--- config.mk ---
export PLATFORM = sky130hd
export DESIGN_NAME = flag_branch_unit
export DESIGN_NICKNAME = d
export VERILOG_FILES = /design/src/rtl/flag_branch_unit.sv
export SDC_FILE = /design/constraint.sdc
export NUM_CORES = 1
export LEC_CHECK = 0
export ABC_AREA = 1
export CAP_MARGIN = 20
export CORE_MARGIN = 3
export CORE_UTILIZATION = 41
export CTS_BUF_LIST = sky130_fd_sc_hd__clkbuf_8 sky130_fd_sc_hd__clkbuf_16
export DETAILED_ROUTE_END_ITERATION = 16
export GPL_TIMING_DRIVEN = 0
export PLACE_DENSITY = 0.76
export RECOVER_POWER = 25
export SYNTH_ARGS = -nofsm -noshare
export SYNTH_HDL_FRONTEND = slang
export SYNTH_SLANG_ARGS = --single-unit
--- constraint.sdc ---
create_clock -name clk -period 1.85 [get_ports clk]
set_clock_uncertainty 0.15 [all_clocks]
set_input_delay 0.555 -clock clk [delete_from_list [all_inputs] [get_ports clk]]
set_output_delay 0.555 -clock clk [all_outputs]
set_load 0.05 [all_outputs]
--- src/rtl/flag_branch_unit.sv ---
// flag_branch_unit: architectural {Z,V,N} flag register plus
// conditional branch resolver with EX->branch flag forwarding.
//
// Ports:
//   clk, rst        clock, synchronous active-high reset
//   ex_valid        live instruction in EX
//   ex_busy         EX stalled, its flags are not final
//   ex_flush        EX instruction squashed, no flag write
//   ex_aluop[3:0]   ALU opcode of the EX instruction
//   ex_flag[2:0]    ALU flags {Z,V,N}
//   br_req          branch in ID requests resolution
//   br_cond[2:0]    condition code of that branch
//   br_cancel       abort a pending or new request
//   br_stall        hold ID, branch not resolvable this cycle
//   br_resp_valid   one-cycle pulse, br_taken is valid
//   br_taken        branch outcome, held until next response
//   flag_q[2:0]     flag register {Z,V,N}
module flag_branch_unit (
    input  logic       clk,
    input  logic       rst,
    input  logic       ex_valid,
    input  logic       ex_busy,
    input  logic       ex_flush,
    input  logic [3:0] ex_aluop,
    input  logic [2:0] ex_flag,
    input  logic       br_req,
    input  logic [2:0] br_cond,
    input  logic       br_cancel,
    output logic       br_stall,
    output logic       br_resp_valid,
    output logic       br_taken,
    output logic [2:0] flag_q
);

    typedef enum logic {
        IDLE = 1'b0,
        WAIT = 1'b1
    } state_t;

    state_t     state;
    state_t     state_nxt;
    logic [2:0] pend_cond;

    logic       wr_en;
    logic       wr_z;
    logic       wr_vn;
    logic [2:0] eff;
    logic       req;
    logic       eval;
    logic       load_pend;
    logic [2:0] cond_sel;
    logic       hit;

    // Which flag bits this opcode owns.
    always_comb begin
        wr_z  = 1'b0;
        wr_vn = 1'b0;
        unique case (ex_aluop)
            4'b0000,
            4'b0001: begin
                wr_z  = 1'b1;
                wr_vn = 1'b1;
            end
            4'b0010,
            4'b0100,
            4'b0101,
            4'b0110: wr_z = 1'b1;
            default: ;
        endcase
    end

    assign wr_en = ex_valid & ~ex_busy & ~ex_flush;

    // Forwarded flags: this cycle's writes override flag_q.
    always_comb begin
        eff = flag_q;
        if (wr_en & wr_z)
            eff[2] = ex_flag[2];
        if (wr_en & wr_vn)
            eff[1:0] = ex_flag[1:0];
    end

    // A request presented during reset is ignored.
    assign req = br_req & ~rst;

    // Output / control decode.
    always_comb begin
        br_stall  = 1'b0;
        eval      = 1'b0;
        load_pend = 1'b0;
        cond_sel  = br_cond;
        unique case (state)
            IDLE: begin
                br_stall  = req & ex_busy & ~br_cancel;
                load_pend = req & ex_busy & ~br_cancel;
                eval      = req & ~ex_busy & ~br_cancel;
            end
            WAIT: begin
                cond_sel = pend_cond;
                br_stall = ~rst & ex_busy & ~br_cancel;
                eval     = ~rst & ~ex_busy & ~br_cancel;
            end
            default: ;
        endcase
    end

    // Condition evaluation on forwarded flags.
    always_comb begin
        hit = 1'b0;
        unique case (cond_sel)
            3'b000: hit = ~eff[2];
            3'b001: hit = eff[2];
            3'b010: hit = ~eff[2] & ~eff[0];
            3'b011: hit = eff[0];
            3'b100: hit = eff[2] | ~eff[0];
            3'b101: hit = eff[0] | eff[2];
            3'b110: hit = eff[1];
            3'b111: hit = 1'b1;
            default: hit = 1'b0;
        endcase
    end

    // Next-state logic.
    always_comb begin
        state_nxt = state;
        unique case (state)
            IDLE: if (load_pend)
                state_nxt = WAIT;
            WAIT: if (br_cancel | ~ex_busy)
                state_nxt = IDLE;
            default: state_nxt = IDLE;
        endcase
    end

    // State register.
    always_ff @(posedge clk) begin
        if (rst)
            state <= IDLE;
        else
            state <= state_nxt;
    end

    // Datapath registers.
    always_ff @(posedge clk) begin
        if (rst) begin
            flag_q        <= 3'b000;
            pend_cond     <= 3'b000;
            br_resp_valid <= 1'b0;
            br_taken      <= 1'b0;
        end else begin
            flag_q        <= eff;
            br_resp_valid <= eval;
            if (load_pend)
                pend_cond <= br_cond;
            if (eval)
                br_taken <= hit;
        end
    end

endmodule

Word-level counts from Yosys, hierarchy flattened
Index checks and enable logic that the tools add are counted. W data, S select, Z words.

Bits in registers: 9. Input bits: 17. Output and inout port bits: 6. Word-level logic and storage cells: 57.

Eq/ne operators: 12. Mux-type cells: 12. Bitwise logic cells: 24. Reductions and logical operators: 4.

Operators with widths (count): $and A1 B1 Y1 (14); $eq A3 B3 Y1 const B (4); $eq A4 B3 Y1 const B (3); $pmux W1 S8 (1); $not A1 Y1 (7); $eq A3 B2 Y1 const B (2); $mux W1 (6); $pmux W1 S2 (3); $reduce_or A6 Y1 (1); $eq A4 B1 Y1 const B (1); $eq A4 B2 Y1 const B (1); $logic_not A4 Y1 (1); $eq A3 B1 Y1 const B (1); $logic_not A3 Y1 (1); $mux W3 (1); $or A1 B1 Y1 (3); $mux W2 (1); $reduce_or A2 Y1 (1).

Logic depth before layout (Yosys ltp)
Depth after elaboration: 8. Gate-level depth with buffers: 12. Mapped depth without buffers: 12.

Worst setup path after synthesis
Ideal clock, no wire load.

Kind: input to output. From: in br_cancel. To: out br_stall. Arrival time: 1451 ps. Data required time: 1145 ps. Slack: -306 ps. Cell stages on the path: 3. Path buffers: 0. Cell sequence: nor3_2 -> inv_1 -> nor2_1.

Longest elaborated chain between the ends: 3. Elaborated cells between the ends (all ways): 4. Classes of those cells: 1 x mux; 3 x bitwise.

Ends and longest elaborated chain: start, declared (RTL line 28) `input logic br_cancel,`; $not A1 Y1 (*) (RTL line 94, 100); $and A1 B1 Y1 (on tied branches) (RTL line 100, 94); $pmux W1 S2 (*) (RTL line 92) `unique case (state)`; end, declared (RTL line 29) `output logic br_stall,`.

Every way passes the cells marked *; elsewhere a longest branch is shown, timed or not.

Final worst setup path
Same ends and word-level chain as after synthesis.

==> results.yml <==
status:
  status: "finished with violations"
  violations: "negative setup slack"
clocking:
  clock-sinks: 9
  cts_made_buffers: 3
  clock_path_buffers: 2
  clock_latency_ns: 0.23
  root_buffer: "clkbuf_8"
  cts_tree: "built"
  clkTransAtPathRegs_ns: 0.05
  htree_levels: 1
floorplan:
  die_h_um: 43.6
  start_util_pct: 47.7
  io_pins: 23
  core_area_sq_um: 1220
  die_x_um: 43.6
  dieArea_sq_um: 1900
  num_rows: 12
drt:
  wl_mm: 1.60
  antenna_left: 0
  drc: 0
  wl_met1_um: 618
  wl_met2_um: 851
  viasPerCell: 5.05
  drtIter0Drc: 17
  wl_met3_um: 105
  first_pass_iters: 4
  wl_per_cell_um: 12.1
  top_layer_used: "met4"
  vias: 666
worst_setup_path:
  r2r-start: "state$_SDFF_PP0_"
  crit_start: "br_cancel"
  cp-start-kind: "input pin"
  crit_type: "in2out"
  r2r_slack_ns: 0.38
  crit_arrival_ns: 1.15
  worstRegToRegCells: 10
  cp.required_ns: 1.14
  cp_max_fo: 2
  r2r_end: "br_taken$_SDFFE_PP0P_"
  endpoint_kind: "output pin"
hold_path:
  min_path_type: "reg2reg"
  hold_path_end: "flag_q[1]$_SDFF_PP0_"
  worstHoldStart: "flag_q[1]$_SDFF_PP0_"
  holdPathStages: 2
grt:
  grt_pass1_wl_mm: 2.53
  grt_overflow: 0
  grt_max_degree: 10
  grt_pass1_vias: 626
  antenna_found_initial: 0
  grt_usage_pct: 18.0
flow_run:
  cap_violations: 0
synthesis:
  syn_area_sq_um: 581
  seq_area_frac_synth_pct: 31.0
  synth_nets: 104
  synthTopCellsByArea: "dfxtp_1 31%, nand2_1 10%, nor2_1 9.7%"
  yosys.area.top_type: "dfxtp_1"
  syn_avg_cell_area_sq_um: 6.67
  yosysUniqueCellTypes: 19
  synth_top_area_share_pct: 31.0
  ys_ff_latch: 9
  synthCells: 87
  yosys_warnings: 0
layout:
  fill_cells: 88
  utilization_pct: 79.6
  instances_no_fill: 132
  n_antenna_cell: 0
  layout.nets: 136
  drive_above_1_share_pct: 31.4
  syn_to_final_growth_pct: 66.8
sta:
  worst_slack_ns: -0.00327
  tns_ns: -0.00327
  rsz0062_at_grt: "true"
  maxSlewHeadroom_pct: 67.4
  worst_slew_pin_slew_ns: 0.491
  period_minus_slack_ns: 1.85
  hold_viol: 0
  timing.fmax_ghz: 0.540
  hold-worst-slack_ns: 0.340
  setup_viol: 1
  fin_crit_sh_pct: 100
  drv_slew: 0
placed_design:
  dp_hpwl_mm: 1.11
  dp.cells: 123
  globalplace.congestion: 0.763
  port_buffers: 22
power_and_ir_drop:
  peakVddDrop_uv: 471
  leakagePower_nw: 0.468
  power.density_nw_per_um2: 579
-- cells by family after synthesis --
kind of cell	share of synthesized area, %
buffers and inverters	10.3
DFF	31.0
AOI/OAI and AO/OA	15.3
and+or+nand+nor	43.3
-- through the flow --
| step | power [W] | worst slack, ns | area, sq um |
|---|---|---|---|
| global route | 0.000592 | -0.0422 | 968 |
| global placement | 0.000315 | -1.18 | 826 |
| finish | 0.000561 | -0.00327 | 968 |
| detailed placement | 0.000317 | -1.18 | 826 |
| CTS | 0.000547 | -0.156 | 885 |
| floorplan | 0.000263 | 0.0587 | 588 |
-- synthesized netlist by cell type (all sizes together) --
cell type and count:
a21oi 7, nand3 9, nor4 1, inv 13, o21ai 7, nor2 17, dfxtp 9, nand2 17
buf 1, nor3 2, nor3b 1, nand3b 2, o21bai 1
-- where the power goes --
part / total, W / internal [W] / leakage, nW / switching [W]
Combinational: 0.000130 / 0.0000602 / 0.368 / 0.0000698
Sequential: 0.000202 / 0.000199 / 0.0730 / 0.00000237
Clock: 0.000229 / 0.000145 / 0.0269 / 0.0000841
-- layout make-up --
cell class / count / area [sq um] / area share [%]
multi-input cells: 64 / 407 / 42.0
clock inverters: 1 / 3.75 / 0.388
plain buffers: 1 / 11.3 / 1.16
repair buffers: 27 / 259 / 26.7
inverters: 13 / 48.8 / 5.04
well taps: 14 / 17.5 / 1.81
clock buffers: 3 / 41.3 / 4.26
flip-flops and latches: 9 / 180 / 18.6
-- registers in the layout, summed over array words and instances (netlist names) --
signal	count
pend_cond	3
br_resp_valid	1
flag_q	3
state	1
br_taken	1
-- routing by layer --
metal | track usage [%] | vias to the layer above
li1 | - | 342
met1 | 17.5 | 296
met2 | 33.4 | 23
met3 | 5.81 | 5
met4 | 9.04 | 0
met5 | 0 | -
-- critical path, cell delays in order --
cell	delay (ns)
clkbuf_2	0.11
nor3_4	0.18
inv_2	0.07
nor2_4	0.09
buf_8	0.15
-- worst max path at each step --
stage	slack (ns)	to	depth (start not counted)
CTS	-0.16	br_stall	5
floorplan	0.06	br_stall	3
finish	-0.003	br_stall	5
global placement	-1.18	br_stall	5
global route	-0.04	br_stall	5
detailed placement	-1.18	br_stall	5
-- timing repair --
item	CTS	global route
hold buffers	0	0
endpoints found under the setup margin	10	6
resized for setup	27	32
setup buffers	1	4
pin swaps	4	11
-- layout by cell type (no fill, tap or decap), types with 2 or more instances in the layout --
cell type        instances
o21ai_4                  2
nand3b_1                 2
dfxtp_1                  9
clkbuf_2                 2
nand2_1                 12
nor3_4                   2
nor2_1                  11
o21ai_0                  4
nor2_2                   2
buf_6                    2
a21oi_1                  6
clkdlybuf4s15_1          3
clkbuf_8                 3
inv_2                    4
dlymetal6s2s_1           5
buf_4                    6
clkdlybuf4s50_1          5
nand3_1                  9
dlygate4sd2_1            4
nor2_4                   4
nand2_2                  5
inv_1                   10
Power figures use the tool's default switching activity.
